File: config.mk
export PLATFORM = sky130hd
export DESIGN_NAME = uart_instr_loader
export DESIGN_NICKNAME = d
export VERILOG_FILES = /design/src/rtl/mips_loader_pkg.sv /design/src/rtl/uart_instr_loader.sv
export SDC_FILE = /design/constraint.sdc
export NUM_CORES = 1
export LEC_CHECK = 0
export CAP_MARGIN = 10
export CORE_ASPECT_RATIO = 0.9
export CORE_MARGIN = 5
export CORE_UTILIZATION = 28
export CTS_CLUSTER_DIAMETER = 100
export DETAILED_ROUTE_END_ITERATION = 8
export GPL_ROUTABILITY_DRIVEN = 0
export PLACE_DENSITY_LB_ADDON = 0.1
export SYNTH_ARGS = -nofsm -noshare
export SYNTH_HDL_FRONTEND = slang
export SYNTH_SLANG_ARGS = --single-unit
File: constraint.sdc
create_clock -name i_clk -period 2 [get_ports i_clk]
set_input_delay 0.6 -clock i_clk [delete_from_list [all_inputs] [get_ports i_clk]]
set_output_delay 0.6 -clock i_clk [all_outputs]
set_load 0.02 [all_outputs]
File: src/rtl/mips_loader_pkg.sv
// Shared loader definitions: FSM states and the host protocol byte values
// used by the loader, the host script and the debug unit.
package mips_loader_pkg;

   typedef enum logic [2:0] {
      ST_IDLE,
      ST_RECV,
      ST_WRITE,
      ST_ACK,
      ST_DONE
   } state_t;

   localparam logic [7:0]  LOAD_CMD   = 8'h4C;
   localparam logic [31:0] HALT_INSTR = 32'hFFFF_FFFF;
   localparam logic [7:0]  ACK_CODE   = 8'h06;
   localparam logic [7:0]  ERR_CODE   = 8'h15;

endpackage

File: src/rtl/uart_instr_loader.sv
// Collects UART bytes into 32-bit instructions, writes them to instruction memory
// from address 0, gates the CPU until loading ends and reports ACK/ERR to the host.
import mips_loader_pkg::*;

module uart_instr_loader #(
   parameter int unsigned         NB_BYTE   = 8,
   parameter int unsigned         NB_DATA   = 32,
   parameter int unsigned         NB_ADDR   = 32,
   parameter int unsigned         MEM_WORDS = 256,
   parameter logic [NB_BYTE-1:0]  CMD_LOAD  = LOAD_CMD,
   parameter logic [NB_DATA-1:0]  HALT_WORD = HALT_INSTR,
   parameter logic [NB_BYTE-1:0]  ACK_BYTE  = ACK_CODE,
   parameter logic [NB_BYTE-1:0]  ERR_BYTE  = ERR_CODE
) (
   input  logic               i_clk,
   input  logic               i_reset,
   input  logic               i_rx_done,
   input  logic [NB_BYTE-1:0] i_rx_data,
   input  logic               i_tx_done,
   output logic               o_tx_start,
   output logic [NB_BYTE-1:0] o_tx_data,
   output logic               o_imem_we,
   output logic [NB_ADDR-1:0] o_imem_addr,
   output logic [NB_DATA-1:0] o_imem_data,
   output logic               o_load_done,
   output logic               o_cpu_en
);

   localparam int unsigned BYTES_PER_WORD = NB_DATA / NB_BYTE;
   localparam int unsigned CNT_W = (BYTES_PER_WORD > 1) ? $clog2(BYTES_PER_WORD) : 1;
   localparam int unsigned IDX_W = (MEM_WORDS > 1) ? $clog2(MEM_WORDS) : 1;
   localparam logic [CNT_W-1:0] CNT_LAST = CNT_W'(BYTES_PER_WORD - 1);
   localparam logic [IDX_W-1:0] IDX_LAST = IDX_W'(MEM_WORDS - 1);

   state_t             state;
   state_t             state_nxt;
   logic [NB_DATA-1:0] word;
   logic [CNT_W-1:0]   byte_cnt;
   logic [IDX_W-1:0]   index;
   logic               skid_vld;
   logic [NB_BYTE-1:0] skid_data;
   logic [NB_BYTE-1:0] tx_data;
   logic               tx_start;

   logic               in_vld;
   logic [NB_BYTE-1:0] in_byte;
   logic               word_last;
   logic               cmd_seen;
   logic               load_end;

   // A byte parked during WRITE takes priority over a fresh tick in RECV.
   assign in_vld    = (state == ST_RECV) && (skid_vld || i_rx_done);
   assign in_byte   = skid_vld ? skid_data : i_rx_data;
   assign word_last = in_vld && (byte_cnt == CNT_LAST);
   assign cmd_seen  = i_rx_done && (i_rx_data == CMD_LOAD);
   assign load_end  = (word == HALT_WORD) || (index == IDX_LAST);

   always_ff @(posedge i_clk or negedge i_reset) begin
      if (!i_reset) begin
         state <= ST_IDLE;
      end else begin
         state <= state_nxt;
      end
   end

   always_comb begin
      state_nxt = state;
      case (state)
         ST_IDLE, ST_DONE: if (cmd_seen) state_nxt = ST_RECV;
         ST_RECV:          if (word_last) state_nxt = ST_WRITE;
         ST_WRITE:         state_nxt = load_end ? ST_ACK : ST_RECV;
         ST_ACK:           if (i_tx_done) state_nxt = ST_DONE;
         default:          state_nxt = ST_IDLE;
      endcase
   end

   always_comb begin
      o_imem_we   = (state == ST_WRITE);
      o_load_done = (state == ST_DONE);
      o_cpu_en    = (state == ST_DONE);
   end

   assign o_imem_addr = NB_ADDR'({index, 2'b00});
   assign o_imem_data = word;
   assign o_tx_start  = tx_start;
   assign o_tx_data   = tx_data;

   always_ff @(posedge i_clk or negedge i_reset) begin
      if (!i_reset) begin
         word      <= '0;
         byte_cnt  <= '0;
         index     <= '0;
         skid_vld  <= 1'b0;
         skid_data <= '0;
         tx_data   <= '0;
         tx_start  <= 1'b0;
      end else begin
         tx_start <= 1'b0;
         case (state)
            ST_IDLE, ST_DONE: begin
               if (cmd_seen) begin
                  index    <= '0;
                  byte_cnt <= '0;
               end
            end
            ST_RECV: begin
               if (in_vld) begin
                  word     <= {word[NB_DATA-NB_BYTE-1:0], in_byte};
                  byte_cnt <= byte_cnt + CNT_W'(1);
               end
               // Draining the skid frees it; a tick arriving in the same cycle takes its place.
               if (skid_vld) begin
                  skid_vld  <= i_rx_done;
                  skid_data <= i_rx_data;
               end
            end
            ST_WRITE: begin
               if (load_end) begin
                  tx_data  <= (word == HALT_WORD) ? ACK_BYTE : ERR_BYTE;
                  tx_start <= 1'b1;
                  skid_vld <= 1'b0;
               end else begin
                  index <= index + IDX_W'(1);
                  if (i_rx_done) begin
                     skid_vld  <= 1'b1;
                     skid_data <= i_rx_data;
                  end
               end
            end
            default: ;
         endcase
      end
   end

endmodule

==> flow_metrics.py <==
metrics = {
    "status": {
        "outcome": "finished clean",
    },
    "layout": {
        "drive_gt1_frac": 0.275,
        "final_cell_mix": "58 x dfrtp_1, 39 x buf_4, 35 x clkdlybuf4s50_1, 31 x nor2_1, 28 x conb_1",
        "seq_area_mm2": 0.00145,
        "fillers": 1101,
        "layout-area-overhead-vs-synth_pct": 40.9,
        "design_area_mm2": 0.00438,
        "final_common_cell": "dfrtp_1",
        "multiInputGateArea_mm2": 0.00146,
        "post-route-util": 0.403,
        "n_antenna_cell": 0,
        "nets": 402,
    },
    "run": {
        "cap_violations": 0,
    },
    "global_route": {
        "grt_antenna_before_repair": 0,
        "grt_use_total": 0.124,
        "gr-total-overflow": 0,
        "grt_pass1_vias": 2426,
        "grt_first_pass_wirelength_um": 12800,
        "grt_max_degree": 31,
    },
    "setup_path": {
        "cp-end-kind": "output pin",
        "cp_slowest_cell": "clkdlybuf4s50_1",
        "critPathRequiredTime_ns": 1.40,
        "critPathBufInv": 1,
        "start_kind": "flop",
        "crit_family": "buffers and inverters",
        "cp_cell_sequence": "clkdlybuf4s50_1",
        "worst-path-max-fanout": 4,
        "critPathArrivalTime_ns": 1.36,
        "max_stage_delay_ns": 0.64,
        "critPathKind": "flop to output pin",
    },
    "routing": {
        "wl_per_cell_um": 14.8,
        "drt_pass1_iterations": 4,
        "drc": 0,
        "drt_iter0_markers": 121,
        "vias_per_cell": 4.52,
        "final_antenna_net_count": 0,
        "vias": 2465,
        "routed_wl_um": 8040,
    },
    "clock_network": {
        "cts_tree": "yes",
        "cts_hold_buffers": 0,
        "cts_max_level": 3,
        "clock_latency_ns": 0.32,
        "root_buffer": "clkbuf_16",
        "clk_pin_slew_ns": 0.05,
        "clock_path_buffers": 2,
        "cts_buffers": 9,
        "cts.sinks": 58,
    },
    "floorplan": {
        "dieWidth_um": 121,
        "dieArea_mm2": 0.0133,
        "start_util": 0.286,
        "ioPinCount": 88,
        "rows": 36,
        "core_mm2": 0.0109,
        "dieHeight_um": 110,
    },
    "yosys": {
        "syn_avg_cell_area_um2": 10.7,
        "ys_async_sr_fraction": 1.00,
        "ys.flop_type": "dfrtp_1",
        "ys_top_cells_by_area": "dfrtp_1 47%, mux2_2 9.8%, buf_4 7.7%, a21oi_1 3.9%, nor2_1 3.7%",
        "yosysTopAreaCellShare": 0.467,
        "synth.distinct_cells": 45,
        "ys_seq_elements": 58,
        "synth_edf_count": 0,
        "yosysTopAreaCell": "dfrtp_1",
        "ys_seq_area_frac": 0.467,
        "syn_inst": 291,
        "synth_warnings": 0,
        "syn_area_mm2": 0.00311,
    },
    "placed_design": {
        "dp_slack_ns": -0.395,
        "dpl_cell_area_mm2": 0.00405,
        "hpwl_um": 5990,
        "io_buffers": 59,
    },
    "sta": {
        "final-setup-viol-count": 0,
        "rsz0062_at_grt": "true",
        "setup_slack_ns": 0.0404,
        "period_needed_ns": 1.96,
        "timing.final.hold_violations": 0,
        "max_freq_mhz": 510,
        "skew_ns": 0.00382,
        "finalCritPeriodShare": 0.980,
        "drv_slew": 0,
    },
    "power_and_ir_drop": {
        "powerDensity_mw_per_mm2": 1230,
        "p_leak_nw": 2.08,
        "vdd_ir_drop_max_mv": 0.357,
    },
    "hold_path": {
        "hp-class": "input port to asynchronous set/reset pin",
    },
}
## path summary, 6_finish.rpt
check	slack, ns	cells after the start	from	end
setup / recovery	0.04	1	o_imem_data[9]$_DFFE_PN0P_	o_imem_data[9]
setup reg to reg	0.12	6	index[0]$_DFFE_PN0P_	skid_data[2]$_DFFE_PN0P_
max in group asynchronous	1.26	2	i_reset	index[0]$_DFFE_PN0P_
min in group i_clk	0.47	1	o_tx_data[2]$_DFFE_PN0P_	o_tx_data[2]$_DFFE_PN0P_
hold reg to reg	0.47	1	o_tx_data[2]$_DFFE_PN0P_	o_tx_data[2]$_DFFE_PN0P_
hold / removal	0.24	1	i_reset	o_imem_data[13]$_DFFE_PN0P_
## timing repair
item,4_1_cts,5_1_grt
setup endpoints to repair,17,17
pin swaps,1,0
setup buffers,0,0
cloned,0,0
gates resized for setup,28,11
## per-layer routing
metal	global-route usage	share of wire	up-vias
met5	0	0	-
met3	0.0309	0.055	10
met4	0.0453	0.015	0
met2	0.191	0.44	71
li1	-	-	1190
met1	0.170	0.49	1194
## final cells by class
cell class,count,area share
repair buffers,103,0.218
flip-flops and latches,58,0.332
inverters,2,0.00286
multi-input cells,214,0.334
clock inverters,6,0.0152
well taps,152,0.0435
clock buffers,10,0.0546
## through the flow
stage	TNS (ns)	std cells	total power (W)	hold WS, ns
after global routing	-0.0835	545	0.00574	0.262
final	0	545	0.00540	0.235
after global placement	-16.07	529	0.00392	0.457
after detailed placement	-15.62	529	0.00395	0.462
after floorplan	0	318	0.00294	0.304
after CTS	0	545	0.00547	0.243
## report_power, final
group | leakage, nW | switching, W | internal (W)
sequential | 0.737 | 0.000304 | 0.00154
combinational | 1.20 | 0.000996 | 0.00101
clock | 0.141 | 0.000551 | 0.000996
## cells by family after synthesis
logic type | after synthesis | synth area share
XOR/XNOR | 1 | 0.00282
other | 1 | 0.00121
buffers and inverters | 46 | 0.102
multiplexers | 35 | 0.124
AO/OA/AOI/OAI | 67 | 0.144
AND/OR/NAND/NOR | 81 | 0.151
adder cells (fa/ha/maj) | 2 | 0.00806
flip-flops | 58 | 0.467
## flip-flops by register name, indices dropped and copies added, names as in the netlist
signal	cells
skid_vld	1
o_tx_data	3
index	8
o_tx_start	1
skid_data	8
o_imem_data	32
state	3
byte_cnt	2
## cell usage after synthesis, types with 3 or more instances
cell type and number:
a21oi_1 24, a22o_1 3, and3_1 3, buf_2 3, buf_4 32, clkbuf_1 5
dfrtp_1 58, mux2_2 27, mux2i_1 8, nand2_1 3, nand4_1 8, nor2_1 31
nor2b_1 10, nor3_1 8, nor3b_1 3, o21ai_0 19, o21ba_1 4, o311a_1 8
Note: power is estimated with default switching activity, not from simulation.
